<file path="config.mk">
export PLATFORM = sky130hd
export DESIGN_NAME = pcie_cfg_apb_ctrl_flat
export DESIGN_NICKNAME = d
export VERILOG_FILES = /design/src/rtl/pcie_cfg_apb_ctrl_if.sv /design/src/rtl/pcie_cfg_apb_ctrl.sv /design/src/flat_wrapper.sv
export SDC_FILE = /design/constraint.sdc
export NUM_CORES = 1
export LEC_CHECK = 0
export ABC_CLOCK_PERIOD_IN_PS = 5300
export CAP_MARGIN = 20
export CORE_MARGIN = 2
export CORE_UTILIZATION = 45
export DETAILED_ROUTE_END_ITERATION = 10
export PLACE_DENSITY_LB_ADDON = 0.2
export SYNTH_ARGS = -nofsm -noshare
export SYNTH_HDL_FRONTEND = slang
export SYNTH_SLANG_ARGS = --single-unit
</file>
<file path="constraint.sdc">
create_clock -name pclk_div2 -period 5.3 [get_ports pclk_div2]
set_input_delay 0.795 -clock pclk_div2 [delete_from_list [all_inputs] [get_ports pclk_div2]]
set_output_delay 0.795 -clock pclk_div2 [all_outputs]
set_load 0.02 [all_outputs]
</file>
<file path="src/rtl/pcie_cfg_apb_ctrl_if.sv">
// APB register-access bus for the PCIe configuration request controller.
// pready is part of the bus; this slave always completes in the access cycle.
interface pcie_cfg_apb_ctrl_if;
  logic        psel;
  logic        penable;
  logic        pwrite;
  logic [7:0]  paddr;
  logic [31:0] pwdata;
  logic [31:0] prdata;
  logic        pready;
  logic        pslverr;

  modport master (
    output psel, penable, pwrite, paddr, pwdata,
    input  prdata, pready, pslverr
  );

  modport slave (
    input  psel, penable, pwrite, paddr, pwdata,
    output prdata, pready, pslverr
  );
endinterface

</file>
<file path="src/rtl/pcie_cfg_apb_ctrl.sv">
// APB-programmed PCIe configuration request issuer: holds request fields, raises tx_en for
// one request, captures the completion or a timeout, and reports status/interrupt.
module pcie_cfg_apb_ctrl #(
  parameter int unsigned TIMEOUT_CYC = 4096
) (
  input  logic                 pclk_div2,
  input  logic                 apb_rst_n,
  pcie_cfg_apb_ctrl_if.slave   apb,
  output logic                 pcie_cfg_fmt,
  output logic                 pcie_cfg_type,
  output logic [7:0]           pcie_cfg_tag,
  output logic [3:0]           pcie_cfg_fbe,
  output logic [15:0]          pcie_cfg_des_id,
  output logic [9:0]           pcie_cfg_reg_num,
  output logic [31:0]          pcie_cfg_tx_data,
  output logic                 tx_en,
  input  logic                 pcie_cfg_cpl_rcv,
  input  logic [2:0]           pcie_cfg_cpl_status,
  input  logic [31:0]          pcie_cfg_rx_data,
  output logic                 irq
);

  localparam logic [7:0]  AddrCtrl    = 8'h00;
  localparam logic [7:0]  AddrAddr    = 8'h04;
  localparam logic [7:0]  AddrWdata   = 8'h08;
  localparam logic [7:0]  AddrRdata   = 8'h0C;
  localparam logic [7:0]  AddrStatus  = 8'h10;
  localparam logic [7:0]  AddrTag     = 8'h14;
  localparam logic [15:0] TimeoutLast = 16'(TIMEOUT_CYC - 1);

  typedef enum logic [1:0] {StIdle, StReq, StHold} state_e;

  state_e      state_q, state_d;
  logic [15:0] cnt_q;
  logic        fmt_q, type_q, irq_en_q;
  logic [3:0]  fbe_q;
  logic [15:0] des_id_q;
  logic [9:0]  reg_num_q;
  logic [31:0] wdata_q, rdata_q;
  logic        done_q, timeout_q;
  logic [2:0]  cpl_status_q;
  logic [7:0]  tag_q;
  logic        irq_q;

  logic        access, wr, busy, mapped, read_only;
  logic [31:0] rd_data;
  logic        cfg_wr, ctrl_wr, addr_wr, wdata_wr, status_wr, start;
  logic        timer_hit, cpl_take, tmo_take;

  assign access    = apb.psel & apb.penable;
  assign wr        = access & apb.pwrite;
  assign busy      = (state_q != StIdle);

  always_comb begin
    rd_data   = '0;
    mapped    = 1'b1;
    read_only = 1'b0;
    case (apb.paddr)
      AddrCtrl:   rd_data = {23'b0, irq_en_q, fbe_q, 1'b0, type_q, fmt_q, 1'b0};
      AddrAddr:   rd_data = {6'b0, reg_num_q, des_id_q};
      AddrWdata:  rd_data = wdata_q;
      AddrRdata: begin
        rd_data   = rdata_q;
        read_only = 1'b1;
      end
      AddrStatus: rd_data = {25'b0, cpl_status_q, 1'b0, timeout_q, done_q, busy};
      AddrTag: begin
        rd_data   = {24'b0, tag_q};
        read_only = 1'b1;
      end
      default:    mapped = 1'b0;
    endcase
  end

  assign apb.prdata  = (access && !apb.pwrite) ? rd_data : '0;
  assign apb.pready  = 1'b1;
  assign apb.pslverr = access & (~mapped | (apb.pwrite & read_only));

  // Request-field registers are frozen while a request is outstanding.
  assign cfg_wr    = wr & ~busy;
  assign ctrl_wr   = cfg_wr & (apb.paddr == AddrCtrl);
  assign addr_wr   = cfg_wr & (apb.paddr == AddrAddr);
  assign wdata_wr  = cfg_wr & (apb.paddr == AddrWdata);
  assign status_wr = wr & (apb.paddr == AddrStatus);
  assign start     = ctrl_wr & apb.pwdata[0];

  assign timer_hit = (cnt_q == TimeoutLast);
  assign cpl_take  = (state_q == StReq) & pcie_cfg_cpl_rcv;
  assign tmo_take  = (state_q == StReq) & ~pcie_cfg_cpl_rcv & timer_hit;

  always_comb begin
    state_d = state_q;
    unique case (state_q)
      StIdle:  if (start) state_d = StReq;
      StReq:   if (pcie_cfg_cpl_rcv || timer_hit) state_d = StHold;
      StHold:  if (cnt_q == 16'd1) state_d = StIdle;
      default: state_d = StIdle;
    endcase
  end

  always_ff @(posedge pclk_div2 or negedge apb_rst_n) begin
    if (!apb_rst_n) begin
      state_q <= StIdle;
    end else begin
      state_q <= state_d;
    end
  end

  always_ff @(posedge pclk_div2 or negedge apb_rst_n) begin
    if (!apb_rst_n) begin
      cnt_q        <= '0;
      fmt_q        <= 1'b0;
      type_q       <= 1'b0;
      irq_en_q     <= 1'b0;
      fbe_q        <= '0;
      des_id_q     <= '0;
      reg_num_q    <= '0;
      wdata_q      <= '0;
      rdata_q      <= '0;
      done_q       <= 1'b0;
      timeout_q    <= 1'b0;
      cpl_status_q <= '0;
      tag_q        <= '0;
      irq_q        <= 1'b0;
    end else begin
      // One counter serves both the REQ timeout and the HOLD length.
      if (state_d != state_q) begin
        cnt_q <= '0;
      end else if (busy) begin
        cnt_q <= cnt_q + 16'd1;
      end
      if (ctrl_wr) begin
        fmt_q    <= apb.pwdata[1];
        type_q   <= apb.pwdata[2];
        fbe_q    <= apb.pwdata[7:4];
        irq_en_q <= apb.pwdata[8];
      end
      if (addr_wr) begin
        des_id_q  <= apb.pwdata[15:0];
        reg_num_q <= apb.pwdata[25:16];
      end
      if (wdata_wr) begin
        wdata_q <= apb.pwdata;
      end
      if (start) begin
        done_q    <= 1'b0;
        timeout_q <= 1'b0;
        tag_q     <= tag_q + 8'd1;
      end else begin
        if (status_wr && apb.pwdata[1]) done_q <= 1'b0;
        if (status_wr && apb.pwdata[2]) timeout_q <= 1'b0;
        // Later assignments win, so a same-cycle set beats the W1C.
        if (cpl_take) begin
          done_q       <= 1'b1;
          rdata_q      <= pcie_cfg_rx_data;
          cpl_status_q <= pcie_cfg_cpl_status;
        end else if (tmo_take) begin
          done_q       <= 1'b1;
          timeout_q    <= 1'b1;
          rdata_q      <= '1;
          cpl_status_q <= 3'b111;
        end
      end
      irq_q <= irq_en_q & done_q;
    end
  end

  assign pcie_cfg_fmt     = fmt_q;
  assign pcie_cfg_type    = type_q;
  assign pcie_cfg_tag     = tag_q;
  assign pcie_cfg_fbe     = fbe_q;
  assign pcie_cfg_des_id  = des_id_q;
  assign pcie_cfg_reg_num = reg_num_q;
  assign pcie_cfg_tx_data = wdata_q;
  assign tx_en            = (state_q == StReq);
  assign irq              = irq_q;

endmodule
</file>
<file path="src/flat_wrapper.sv">
// flat-port wrapper written by rule: the top's interface ports become plain ports
module pcie_cfg_apb_ctrl_flat 
#(
  parameter int unsigned TIMEOUT_CYC = 4096
)
  (pclk_div2, apb_rst_n, pcie_cfg_fmt, pcie_cfg_type, pcie_cfg_tag, pcie_cfg_fbe, pcie_cfg_des_id, pcie_cfg_reg_num, pcie_cfg_tx_data, tx_en, pcie_cfg_cpl_rcv, pcie_cfg_cpl_status, pcie_cfg_rx_data, irq, apb_psel, apb_penable, apb_pwrite, apb_paddr, apb_pwdata, apb_prdata, apb_pready, apb_pslverr);
  pcie_cfg_apb_ctrl_if apb_i ();
  input  logic pclk_div2;
  input  logic apb_rst_n;
  output logic pcie_cfg_fmt;
  output logic pcie_cfg_type;
  output logic [7:0] pcie_cfg_tag;
  output logic [3:0] pcie_cfg_fbe;
  output logic [15:0] pcie_cfg_des_id;
  output logic [9:0] pcie_cfg_reg_num;
  output logic [31:0] pcie_cfg_tx_data;
  output logic tx_en;
  input  logic pcie_cfg_cpl_rcv;
  input  logic [2:0] pcie_cfg_cpl_status;
  input  logic [31:0] pcie_cfg_rx_data;
  output logic irq;
  input wire logic [$bits(apb_i.psel)-1:0] apb_psel;
  input wire logic [$bits(apb_i.penable)-1:0] apb_penable;
  input wire logic [$bits(apb_i.pwrite)-1:0] apb_pwrite;
  input wire logic [$bits(apb_i.paddr)-1:0] apb_paddr;
  input wire logic [$bits(apb_i.pwdata)-1:0] apb_pwdata;
  output wire logic [$bits(apb_i.prdata)-1:0] apb_prdata;
  output wire logic [$bits(apb_i.pready)-1:0] apb_pready;
  output wire logic [$bits(apb_i.pslverr)-1:0] apb_pslverr;
  assign apb_i.psel = apb_psel;
  assign apb_i.penable = apb_penable;
  assign apb_i.pwrite = apb_pwrite;
  assign apb_i.paddr = apb_paddr;
  assign apb_i.pwdata = apb_pwdata;
  assign apb_prdata = apb_i.prdata;
  assign apb_pready = apb_i.pready;
  assign apb_pslverr = apb_i.pslverr;
  pcie_cfg_apb_ctrl #(.TIMEOUT_CYC(TIMEOUT_CYC)) u_core (.pclk_div2(pclk_div2), .apb_rst_n(apb_rst_n), .apb(apb_i), .pcie_cfg_fmt(pcie_cfg_fmt), .pcie_cfg_type(pcie_cfg_type), .pcie_cfg_tag(pcie_cfg_tag), .pcie_cfg_fbe(pcie_cfg_fbe), .pcie_cfg_des_id(pcie_cfg_des_id), .pcie_cfg_reg_num(pcie_cfg_reg_num), .pcie_cfg_tx_data(pcie_cfg_tx_data), .tx_en(tx_en), .pcie_cfg_cpl_rcv(pcie_cfg_cpl_rcv), .pcie_cfg_cpl_status(pcie_cfg_cpl_status), .pcie_cfg_rx_data(pcie_cfg_rx_data), .irq(irq));
endmodule
</file>
# Word level (Yosys, flattened, before mapping)
# Cells that the tools add are included.
dict set report totals {
  romBits 0
  inputBits 81
  regBits 129
  elab_cells 82
  ramBits 0
  output_inout_bits 108
  latch_bits 0
  n_memories 0
}
dict set report op_classes {
  n_mul 0
  n_lt_le_gt_ge 0
  shift 0
  eq_ne 10
  add_sub_neg 2
  n_div 0
  reduce_logical 14
  bitwise 19
  n_mux 22
}
# operator count
set ops {}
lappend ops {{32-bit one-hot mux with 6 select lines} 1}
lappend ops {{32-bit two-way mux} 3}
lappend ops {{16-bit two-way mux} 2}
lappend ops {{16-bit by 1-bit adder with 16-bit output, second input constant} 1}
lappend ops {{16-bit by 1-bit equality test with 1-bit output, second input constant} 1}
lappend ops {{16-bit by 12-bit equality test with 1-bit output, second input constant} 1}
lappend ops {{8-bit by 4-bit equality test with 1-bit output, second input constant} 2}
lappend ops {{8-bit by 5-bit equality test with 1-bit output, second input constant} 2}
lappend ops {{1-bit AND} 14}
lappend ops {{1-bit two-way mux} 10}
lappend ops {{8-bit by 1-bit adder with 8-bit output, second input constant} 1}
lappend ops {{8-bit by 3-bit equality test with 1-bit output, second input constant} 1}
lappend ops {{8-bit zero test} 1}
lappend ops {{2-bit two-way mux} 3}
lappend ops {{3-bit two-way mux} 2}
lappend ops {{2-bit one-hot mux with 3 select lines} 1}
lappend ops {{2-bit nonzero test} 3}
lappend ops {{6-bit OR reduction} 1}
lappend ops {{1-bit inverter} 4}
lappend ops {{4-bit nonzero test} 1}
lappend ops {{1-bit logical AND} 3}
lappend ops {{2-bit by 1-bit equality test with 1-bit output, second input constant} 1}
lappend ops {{2-bit equality test, second input constant} 1}
lappend ops {{2-bit zero test} 1}
lappend ops {{6 further kinds} 6}

# Depth between registers and ports, before layout
dict set report depth {
  word_depth 9
  ltp_mapped 8
  depth_no_buf 6
}

# Worst setup path before layout
# Ideal clock, no wire load.
dict set report synth_path {
  path_type {input to output}
  startpoint {input port apb_paddr[1]}
  endpoint {output port apb_prdata[0]}
  required_ns 4.505
  path_buffers 0
  t_arrival_ns 2.649
  path_slack_ns 1.856
  stages 4
  path_cell_list {or4_4 > nor3_4 > nand3_1 > a2111oi_1}
}
dict set report synth_between {
  elab_chain_cells 3
  elab_cells_between_ends 8
  classes_between {eq/ne (5); mux (2); reduce/logical (1)}
}
# element line_no
set synth_lines {}
lappend synth_lines {{start: declaration} flat_wrapper.sv:25} ;# input wire logic [$bits(apb_i.paddr)-1:0] apb_paddr;
lappend synth_lines {{8-bit by 5-bit equality test with 1-bit output, or another cell as far along} pcie_cfg_apb_ctrl.sv:58} ;# case (apb.paddr)
lappend synth_lines {{32-bit one-hot mux with 6 select lines (*)} pcie_cfg_apb_ctrl.sv:58}
lappend synth_lines {{32-bit two-way mux (*)} pcie_cfg_apb_ctrl.sv:75} ;# assign apb.prdata = (access && !apb.pwrite) ? rd_data : '0;
lappend synth_lines {{end: declaration} flat_wrapper.sv:27} ;# output wire logic [$bits(apb_i.prdata)-1:0] apb_prdata;
# Every way passes the cells marked *; elsewhere a longest branch is shown, timed or not.

# Worst setup path after layout
dict set report layout_path {
  startpoint {input port apb_paddr[1]}
  endpoint {output port apb_prdata[23]}
}
# The elaborated chain is that of the path after synthesis.

==> impl_metrics.env <==
export IMPL_status="completed"
export IMPL_final_setup_viol_count=0
export IMPL_path_class="input pin to primary output"
export IMPL_met3WireLength_mm=1.24
export IMPL_syn_area_um2=6320
export IMPL_grt_max_degree=80
export IMPL_initial_utilization_pct=45.7
export IMPL_total_power_mw=2.31
export IMPL_async_flop_share_pct=100
export IMPL_dr_pass1_iters=5
export IMPL_nFillCells=1051
export IMPL_synthAdderAreaFrac_pct=0.594
export IMPL_synthFlopType="dfrtp_1"
export IMPL_ir_worst_vdd_mv=0.245
export IMPL_cts_tree="built"
export IMPL_slew_viol_final=0
export IMPL_finalHoldViolCount=0
export IMPL_cp_num_cells=6
export IMPL_numPortBuffers=187
export IMPL_synth_compound_area_share_pct=10.4
export IMPL_wirelength_mm=17.4
export IMPL_min_path_type="input pin to async pin"
export IMPL_drt_met1_wl_mm=7.47
export IMPL_setup_slack_ns=0.866
export IMPL_drc=0
export IMPL_multi_input_area_um2=2880
export IMPL_power_density_nw_per_um2=260
export IMPL_num_vias=4954
export IMPL_post_route_min_period_ns=4.43
export IMPL_clockRootBuffer="clkbuf_16"
export IMPL_critPathTopFamily="simple AND/OR/NAND/NOR gates"
export IMPL_cp_data_arrival_time_ns=3.64
export IMPL_placed_cells=844
export IMPL_synth_simple_area_share_pct=11.0
export IMPL_grt_util_all_layers_pct=24.2
export IMPL_pre_cts_ws_ns=0.836
export IMPL_grt_pass1_wl_mm=27.6
export IMPL_wl_met2_mm=8.53
export IMPL_syn2layout_area_growth_pct=40.5
export IMPL_die_y_um=123
export IMPL_crit_end="apb_prdata[23]"
export IMPL_place_area_um2=8280
export IMPL_yosys_top_cells_area="dfrtp_1 51%, mux2_2 11%, o22a_1 4.8%, mux2_4 4.7%, a22oi_1 2.6%"
export IMPL_regArea_um2=3230
export IMPL_rsz0062_at_grt="false"
export IMPL_rr_worst_depth=5
export IMPL_synth_mux_area_fraction_pct=20.6
export IMPL_design_core_area_um2=13800
export IMPL_final_util_pct=64.2
export IMPL_post_cts_buffers=0
export IMPL_cp_slowest_cell="clkdlybuf4s50_1"
export IMPL_antenna_left=0
export IMPL_fin_area_um2=8880
export IMPL_path_buf_inv=2
export IMPL_grt_pass1_vias=5163
export IMPL_drive_gt1_share_pct=20.3
export IMPL_drtIter0Drc=256
export IMPL_cp_data_required_time_ns=4.51
export IMPL_core_rowCount=43
export IMPL_cts_num_sinks=129
export IMPL_die_area_um2=15000
export IMPL_r2r_end="u_core.cnt_q[13]$_DFFE_PN0P_"
export IMPL_setup_tns_ns=0
export IMPL_fin_nets=769
export IMPL_rrSetupSlack_ns=2.85
export IMPL_slowest_delay_ns=0.64
export IMPL_cp_common_cell="clkdlybuf4s50_1"
export IMPL_n_antenna_cell=0
export IMPL_crit_fanout=17
export IMPL_htreeDepth=4
export IMPL_post_cts_resized=0
export IMPL_tightest_slew_ns=0.945
export IMPL_skew_ns=0.00674
export IMPL_holdWs_ns=0.296
export IMPL_worstReg2RegStart="u_core.cnt_q[13]$_DFFE_PN0P_"
export IMPL_clk_path_buf_depth=2
export IMPL_wl_per_cell_um=19.9
export IMPL_die_w_um=123
export IMPL_yosysTopAreaCell="dfrtp_1"
export IMPL_cts_made_buffers=17
export IMPL_ios=189
export IMPL_grt_remaining_overflow=0
export IMPL_ys_seq_elements=129
export IMPL_slew_headroom_pct=37.0
export IMPL_drv_cap=0
export IMPL_avgSynthCellArea_um2=12.7
export IMPL_synth_top_family_by_area="multiplexers"
export IMPL_ys_warn_count=0
export IMPL_syn_nets=582
export IMPL_cellLeakagePower_nw=3.74
export IMPL_gp_congestion=0.916
export IMPL_antenna_found_initial=0
export IMPL_max_freq_mhz=226
export IMPL_path_cells="clkdlybuf4s50_1 -> or4_4 -> nor3_4 -> nand2_1 -> nor2_1 -> clkdlybuf4s50_1"
export IMPL_crit_start="apb_paddr[1]"
export IMPL_synth_seq_area_share_pct=51.1
export IMPL_cts_hold_fix_buffers=0
export IMPL_clock_latency_ns=0.41
export IMPL_finalCritPeriodShare_pct=83.7
export IMPL_endpoint_kind="primary output"
export IMPL_synth_edf_count=0
export IMPL_synth_top_cell_area_share_pct=51.1
export IMPL_synth_cell_type_count=59
export IMPL_dp_hpwl_mm=12.0
export IMPL_instances_no_fill=878
export IMPL_synthCells=498
export IMPL_top_layer="met4"
export IMPL_startpoint_type="input pin"
export IMPL_synthXorXnorAreaFrac_pct=2.77
export IMPL_path_clk_slew_ns=0.05
export IMPL_via_per_inst=5.64
## worst register-to-register path: stages, from the launching register on
cell and delay (ns):
dfrtp_1 0.43, nor4_1 0.50, nand4bb_1 0.36, o211ai_1 0.69, buf_4 0.28, nor3_1 0.06
## worst min-delay path by stage
stage / from / end / slack (ns) / cells after the start
after detailed placement: u_core.pcie_cfg_tag[7]$_DFFE_PN0P_ / u_core.pcie_cfg_tag[7]$_DFFE_PN0P_ / 0.49 / 1
after floorplan: u_core.irq_en_q$_DFFE_PN0N_ / u_core.irq$_DFF_PN0_ / 0.47 / 1
after global placement: u_core.rdata_q[6]$_DFFE_PN0P_ / u_core.rdata_q[6]$_DFFE_PN0P_ / 0.48 / 1
after CTS: u_core.pcie_cfg_tag[7]$_DFFE_PN0P_ / u_core.pcie_cfg_tag[7]$_DFFE_PN0P_ / 0.50 / 1
final: apb_rst_n / u_core.pcie_cfg_tag[1]$_DFFE_PN0P_ / 0.30 / 2
after global routing: apb_rst_n / u_core.pcie_cfg_tag[1]$_DFFE_PN0P_ / 0.29 / 2
## layout make-up
cell class / instances / area share, %
Inverter: 7 / 0.296
Clock buffer: 28 / 5.82
Clock inverter: 4 / 0.535
Sequential cell: 129 / 36.3
Tap cell: 180 / 2.54
Multi-Input combinational cell: 333 / 32.5
Timing Repair Buffer: 197 / 22.0
## placed cells by master (no fill, tap or decap), drive strengths merged, types with 3 or more instances in the layout
cell type	Yosys	final
and2	3	3
ha	3	3
o22a	35	35
a21oi	3	3
mux2	88	88
nor3	21	21
xnor2	12	12
nand2	19	19
nand4	8	8
xor2	8	8
clkdlybuf4s50	0	184
nor4	7	7
buf	22	13
clkbuf	7	28
a31o	3	3
mux2i	8	8
nand3	8	8
inv	7	7
nor2	39	39
and3	4	4
a22oi	22	22
mux4	7	7
dfrtp	129	129
## cell families (layout without fill, tap and decap cells)
| family | Yosys count | in the layout |
|---|---|---|
| other | 1 | 1 |
| and+or+nand+nor | 125 | 125 |
| AOI/OAI and AO/OA | 81 | 81 |
| DFF | 129 | 129 |
| buffers and inverters | 36 | 236 |
| adders and majority gates | 3 | 3 |
| xor gates and xnor gates | 20 | 20 |
| muxes | 103 | 103 |
## power by group
group,internal (mW),total [mW],switching (mW)
sequential,0.999,1.01,0.0118
combinational,0.109,0.199,0.0898
clock,0.706,1.10,0.396
## sequential cells by signal, summed over array words and instances, names as in the netlist, 2 cells and up
signal / count
u_core.cnt_q: 16
u_core.pcie_cfg_reg_num: 10
u_core.pcie_cfg_tag: 8
u_core.pcie_cfg_fbe: 4
u_core.state_q: 2
u_core.cpl_status_q: 3
u_core.rdata_q: 32
u_core.pcie_cfg_tx_data: 32
u_core.pcie_cfg_des_id: 16
## cell usage after synthesis (3+ instances only)
| cell | count |
|---|---|
| nand4_1 | 7 |
| xnor2_1 | 12 |
| mux4_2 | 7 |
| buf_6 | 4 |
| and3_1 | 4 |
| mux2_4 | 20 |
| nor2_1 | 39 |
| a22oi_1 | 22 |
| nor3_1 | 19 |
| and2_1 | 3 |
| mux2i_1 | 8 |
| nor4_1 | 6 |
| nand2_1 | 18 |
| o22a_1 | 35 |
| xor2_1 | 8 |
| buf_2 | 12 |
| dfrtp_1 | 129 |
| inv_1 | 7 |
| a31o_2 | 3 |
| mux2_2 | 63 |
| nand3_1 | 7 |
| mux2_1 | 5 |
| ha_1 | 3 |
| clkbuf_1 | 7 |
## metal layers
metal  up-vias  global-route usage [%]
met5         -                       0
met4         0                    6.75
met3        17                    8.36
met2       175                    39.4
met1      2536                    30.7
li1       2226                       -
Power figures use the tool's default switching activity.
